<file path="src/rtl/wb_queue.sv">
// rtl/wb_queue.sv - write-back queue merging ALU and load results into one register-file write port
// Results drain in acceptance order; the read ports can bypass from pending entries.
module wb_queue #(
  parameter int DEPTH = 4
) (
  input  logic        Clk,
  input  logic        Clr,
  input  logic        Alu_valid,
  input  logic [4:0]  Alu_rd,
  input  logic [31:0] Alu_data,
  output logic        Alu_ready,
  input  logic        Mem_valid,
  input  logic [4:0]  Mem_rd,
  input  logic [31:0] Mem_data,
  output logic        Mem_ready,
  output logic [4:0]  Wr,
  output logic        We,
  output logic [31:0] D,
  input  logic [4:0]  Ra,
  input  logic [4:0]  Rb,
  output logic        Fa,
  output logic        Fb,
  output logic [31:0] Qa_fwd,
  output logic [31:0] Qb_fwd
);

  localparam int AW = $clog2(DEPTH);
  localparam int CW = AW + 1;

  logic [4:0]    rd_q   [DEPTH];
  logic [31:0]   data_q [DEPTH];
  logic [AW-1:0] head_q, head_d, tail_q, tail_d, alu_idx, idx;
  logic [CW-1:0] count_q, count_d, space;
  logic [4:0]    wr_q;
  logic          we_q;
  logic [31:0]   d_q;
  logic          pop, need_m, push_m, push_a;
  logic [1:0]    n_push;

  // The head leaves in the same edge, so its slot is already free for a push.
  assign space  = CW'(DEPTH) - count_q + CW'(count_q != '0);
  assign need_m = Mem_valid && (Mem_rd != 5'd0);

  assign Mem_ready = !Clr && ((space >= CW'(1)) || (Mem_rd == 5'd0));
  assign Alu_ready = !Clr && ((Alu_rd == 5'd0) || (space >= CW'(2)) ||
                              ((space >= CW'(1)) && !need_m));

  assign Wr = wr_q;
  assign We = we_q;
  assign D  = d_q;

  always_comb begin
    pop     = (count_q != '0);
    push_m  = Mem_valid && Mem_ready && (Mem_rd != 5'd0);
    push_a  = Alu_valid && Alu_ready && (Alu_rd != 5'd0);
    n_push  = {1'b0, push_m} + {1'b0, push_a};
    alu_idx = tail_q + AW'(push_m);
    head_d  = head_q + AW'(pop);
    tail_d  = tail_q + AW'(n_push);
    count_d = count_q - CW'(pop) + CW'(n_push);
  end

  always_ff @(posedge Clk) begin
    if (Clr) begin
      count_q <= '0;
      head_q  <= '0;
      tail_q  <= '0;
      we_q    <= 1'b0;
      wr_q    <= 5'd0;
      d_q     <= 32'd0;
    end else begin
      count_q <= count_d;
      head_q  <= head_d;
      tail_q  <= tail_d;
      we_q    <= pop;
      if (pop) begin
        wr_q <= rd_q[head_q];
        d_q  <= data_q[head_q];
      end
    end
  end

  // Mem entry is older than a same-cycle Alu entry, so it takes the tail slot first.
  always_ff @(posedge Clk) begin
    if (push_m) begin
      rd_q[tail_q]   <= Mem_rd;
      data_q[tail_q] <= Mem_data;
    end
    if (push_a) begin
      rd_q[alu_idx]   <= Alu_rd;
      data_q[alu_idx] <= Alu_data;
    end
  end

  // Oldest candidates first so the youngest match overwrites the result.
  always_comb begin
    Fa     = 1'b0;
    Fb     = 1'b0;
    Qa_fwd = 32'd0;
    Qb_fwd = 32'd0;
    idx    = head_q;
    if (we_q && (wr_q == Ra)) begin
      Fa     = 1'b1;
      Qa_fwd = d_q;
    end
    if (we_q && (wr_q == Rb)) begin
      Fb     = 1'b1;
      Qb_fwd = d_q;
    end
    for (int i = 0; i < DEPTH; i++) begin
      idx = head_q + AW'(i);
      if (CW'(i) < count_q) begin
        if (rd_q[idx] == Ra) begin
          Fa     = 1'b1;
          Qa_fwd = data_q[idx];
        end
        if (rd_q[idx] == Rb) begin
          Fb     = 1'b1;
          Qb_fwd = data_q[idx];
        end
      end
    end
    if (Clr || (Ra == 5'd0)) begin
      Fa     = 1'b0;
      Qa_fwd = 32'd0;
    end
    if (Clr || (Rb == 5'd0)) begin
      Fb     = 1'b0;
      Qb_fwd = 32'd0;
    end
  end

endmodule

</file>
<file path="config.mk">
export PLATFORM = sky130hd
export DESIGN_NAME = wb_queue
export DESIGN_NICKNAME = d
export VERILOG_FILES = /design/src/rtl/wb_queue.sv
export SDC_FILE = /design/constraint.sdc
export NUM_CORES = 1
export LEC_CHECK = 0
export BUFFER_PORTS_ARGS = -buffer_cell sky130_fd_sc_hd__buf_2
export CELL_PAD_IN_SITES_DETAIL_PLACEMENT = 0
export CELL_PAD_IN_SITES_GLOBAL_PLACEMENT = 1
export CORE_MARGIN = 5
export CORE_UTILIZATION = 32
export CTS_CLUSTER_SIZE = 14
export DETAILED_ROUTE_END_ITERATION = 7
export PLACE_DENSITY_LB_ADDON = 0.08
export SYNTH_ARGS = -nofsm -noshare
export SYNTH_HDL_FRONTEND = slang
export SYNTH_SLANG_ARGS = --single-unit
</file>
<file path="constraint.sdc">
create_clock -name Clk -period 6.28 [get_ports Clk]
set_input_delay 0.942 -clock Clk [delete_from_list [all_inputs] [get_ports Clk]]
set_output_delay 0.942 -clock Clk [all_outputs]
set_load 0.01 [all_outputs]
</file>
==> flow_summary.yaml <==
outcome:
  status: "finished, final reports clean"
clock_network:
  cts_tree: "done"
  postCtsSetupBuffers: 0
  htree_levels: 4
  cts.sink_count: 193
  clockBufferDepth: 2
  clk_latency_ns: 0.47
  cts-resized-gates: 0
  cts-root-buf: "clkbuf_16"
  cts_hold_buf: 0
  cts_buffers: 17
  path_clk_slew_ns: 0.08
route:
  dr_total_vias: 12540
  routedWlPerCell_um: 28.66
  antenna_left: 0
  drt-initial-drc-count: 1307
  routed_wl_um: 59180
  dr.pass1.iters: 5
  routed_via_density: 6.073
  drc: 0
worst_setup_path:
  cp_max_fo: 45
  crit_chain: "mux4_2 > xor2_1 > nor4_1 > and2_1 > buf_4 > a221oi_1 > o31ai_1 > buf_2"
  arrival_ns: 4.50
  worstSetupStartpointType: "register"
  required_ns: 5.34
  r2r-end: "count_q[2]"
  r2r_slack_ns: 2.42
  crit_slowest_cell: "dfxtp_4"
  reg2reg_from: "count_q[2]"
  critPathMaxStageDelay_ns: 0.81
  cp-end-kind: "output port"
  worstSetupPathType: "register to output port"
  worstRegToRegCells: 14
logic_synthesis:
  syn_inst: 1335
  synth_cell_types: 56
  netlist.area_leader.share: 0.2972
  ys.flop_type: "edfxtp_1"
  netlist_top_cells_area: "edfxtp_1, mux4_2, mux2_2, dfxtp_1, mux2i_1"
  yosys_register_bits: 193
  avgSynthCellArea_um2: 11.20
  yosysTopAreaCell: "edfxtp_1"
  ys_warn_count: 0
  synth-edff-count: 148
  synth_area_um2: 14950
  synth.net_count: 1434
  async_flop_share: 0
  ys_seq_area_frac: 0.3574
sta:
  finalSetupViolCount: 0
  slew-limit-headroom: 0.1283
  tightest_slew_ns: 1.303
  setup_tns_ns: 0
  skew_ns: 0.01064
  hold_viol_final: 0
  drv_slew: 0
  fin_crit_sh: 0.8672
  fin_ws_ns: 0.8337
  grt_setup_unrepaired: "no"
  hold_slack_ns: 0.5075
  period_minus_slack_ns: 5.446
  fmax_ghz: 0.1836
cells_and_area:
  fin_util: 0.3680
  fin_nets: 1543
  mostFrequentLayoutCell: "buf_2"
  area_growth_pct: 14.09
  layout_common_cells: "buf_2, mux2_2, edfxtp_1"
  drive_above_1_share: 0.3768
global_route:
  grt_pass1_wl_um: 86140
  grt_max_degree: 65
  grt_pass1_vias: 12797
  antenna_found_initial: 2
  grt-ovfl-total: 0
  gr-max-usage-layer: "met2"
  use_met2: 0.3798
  globalRouteMet3Util: 0.03809
  grt_use_met1: 0.2988
  track_usage: 0.2276
place:
  portBuffers: 193
  gp_congestion: 0.7706
  dpl.hpwl_um: 36920
  pre_cts_ws_ns: 1.417
die:
  floorplan.initialDensity: 0.3226
  num_rows: 79
  die_w_um: 226.2
  dieHeight_um: 226.2
  die_area_um2: 51160
  core-area_um2: 46360
  boundaryPins: 194
min_path:
  min_from: "D[29]"
  hp-class: "register to register"
  holdPathEnd: "D[29]"
  worstHoldPathCells: 2
pwr:
  cellPowerDensity_nw_per_um2: 389.9
  ir_worst_vdd_uv: 243.9
  finalPower_mw: 6.653
  total_leakage_power_nw: 5.799
job:
  drv_cap: 0
==> synth_stat cells, types with 5 or more instances <==
| cell type | count |
|---|---|
| a211o_1 | 6 |
| a21oi_1 | 53 |
| a221o_1 | 31 |
| a221oi_1 | 33 |
| a31oi_1 | 13 |
| a32o_1 | 31 |
| a32oi_1 | 15 |
| buf_1 | 11 |
| buf_2 | 47 |
| buf_4 | 6 |
| clkbuf_1 | 73 |
| dfxtp_1 | 45 |
| edfxtp_1 | 148 |
| ha_1 | 10 |
| inv_1 | 11 |
| mux2_2 | 160 |
| mux2i_1 | 72 |
| mux4_1 | 8 |
| mux4_2 | 92 |
| nand2_1 | 132 |
| nand3_1 | 61 |
| nor2_1 | 60 |
| nor3_1 | 29 |
| nor4_1 | 15 |
| o211ai_1 | 5 |
| o21ai_0 | 33 |
| o31ai_1 | 27 |
| xnor2_1 | 26 |
| xor2_1 | 31 |
==> cell families (layout without fill, tap and decap cells) <==
| logic type | after synthesis | count (layout) | synth area share |
|---|---|---|---|
| other | 0 | 1 | 0 |
| flip-flops | 193 | 193 | 0.3574 |
| AO/OA/AOI/OAI | 261 | 261 | 0.1311 |
| AND/OR/NAND/NOR | 327 | 327 | 0.09990 |
| XOR/XNOR | 57 | 57 | 0.03338 |
| multiplexers | 332 | 332 | 0.3213 |
| adder cells (fa/ha/maj) | 11 | 11 | 0.009706 |
| buffers and inverters | 154 | 276 | 0.04719 |
==> registers in the layout, summed over array words and instances (netlist names) <==
| name | cells |
|---|---|
| Wr | 5 |
| D | 32 |
| We | 1 |
| head_q | 2 |
| count_q | 3 |
| data_q | 128 |
| tail_q | 2 |
| rd_q | 20 |
==> power breakdown <==
group	leakage (nW)	switching, mW	internal [mW]
Combinational	3.80	2.09	1.40
Clock	0.270	0.554	0.591
Sequential	1.73	0.347	1.67
Total	5.80	2.99	3.66
==> worst max path at each step <==
| stage | from | to | slack [ns] | cells past startpoint |
|---|---|---|---|---|
| after floorplan | Mem_rd[0] | data_q[3][0] | 1.33 | 6 |
| after global placement | head_q[1] | Qb_fwd[1] | 1.50 | 7 |
| after detailed placement | head_q[1] | Qb_fwd[3] | 1.42 | 7 |
| after CTS | head_q[1] | Qb_fwd[3] | 0.89 | 7 |
| after global routing | head_q[1] | Qb_fwd[3] | 0.57 | 7 |
| final | head_q[0] | Qb_fwd[3] | 0.83 | 8 |
==> critical path: cells and delay by family (launching register included) <==
family | cells | cell delay (ns)
compound gates | 2 | 0.84
buf+inv | 2 | 0.72
flops | 1 | 0.81
mux | 1 | 0.66
simple gates | 2 | 0.78
xor+xnor | 1 | 0.17
==> routing by layer <==
metal	part of all wire	routed length (um)
met5	0	0
met4	0.034	2011
met3	0.060	3529
met2	0.48	28500
met1	0.42	25140
==> per-stage QoR <==
stage / instances / area (um^2)
5_1_grt: 2065 / 17060
4_1_cts: 2064 / 17060
6_report: 2065 / 17060
3_3_place_gp: 2032 / 16470
3_5_place_dp: 2032 / 16470
2_1_floorplan: 1335 / 14950
==> layout make-up <==
type | count | area (um^2)
multi-input cells | 988 | 9056
repair buffers | 232 | 1259
clock buffers | 17 | 425.4
inverters | 12 | 45.04
diodes | 1 | 2.502
well taps | 607 | 759.5
fillers | 4598 | 29300
clock inverters | 15 | 161.4
flip-flops and latches | 193 | 5353
Note: power is estimated with default switching activity, not from simulation.
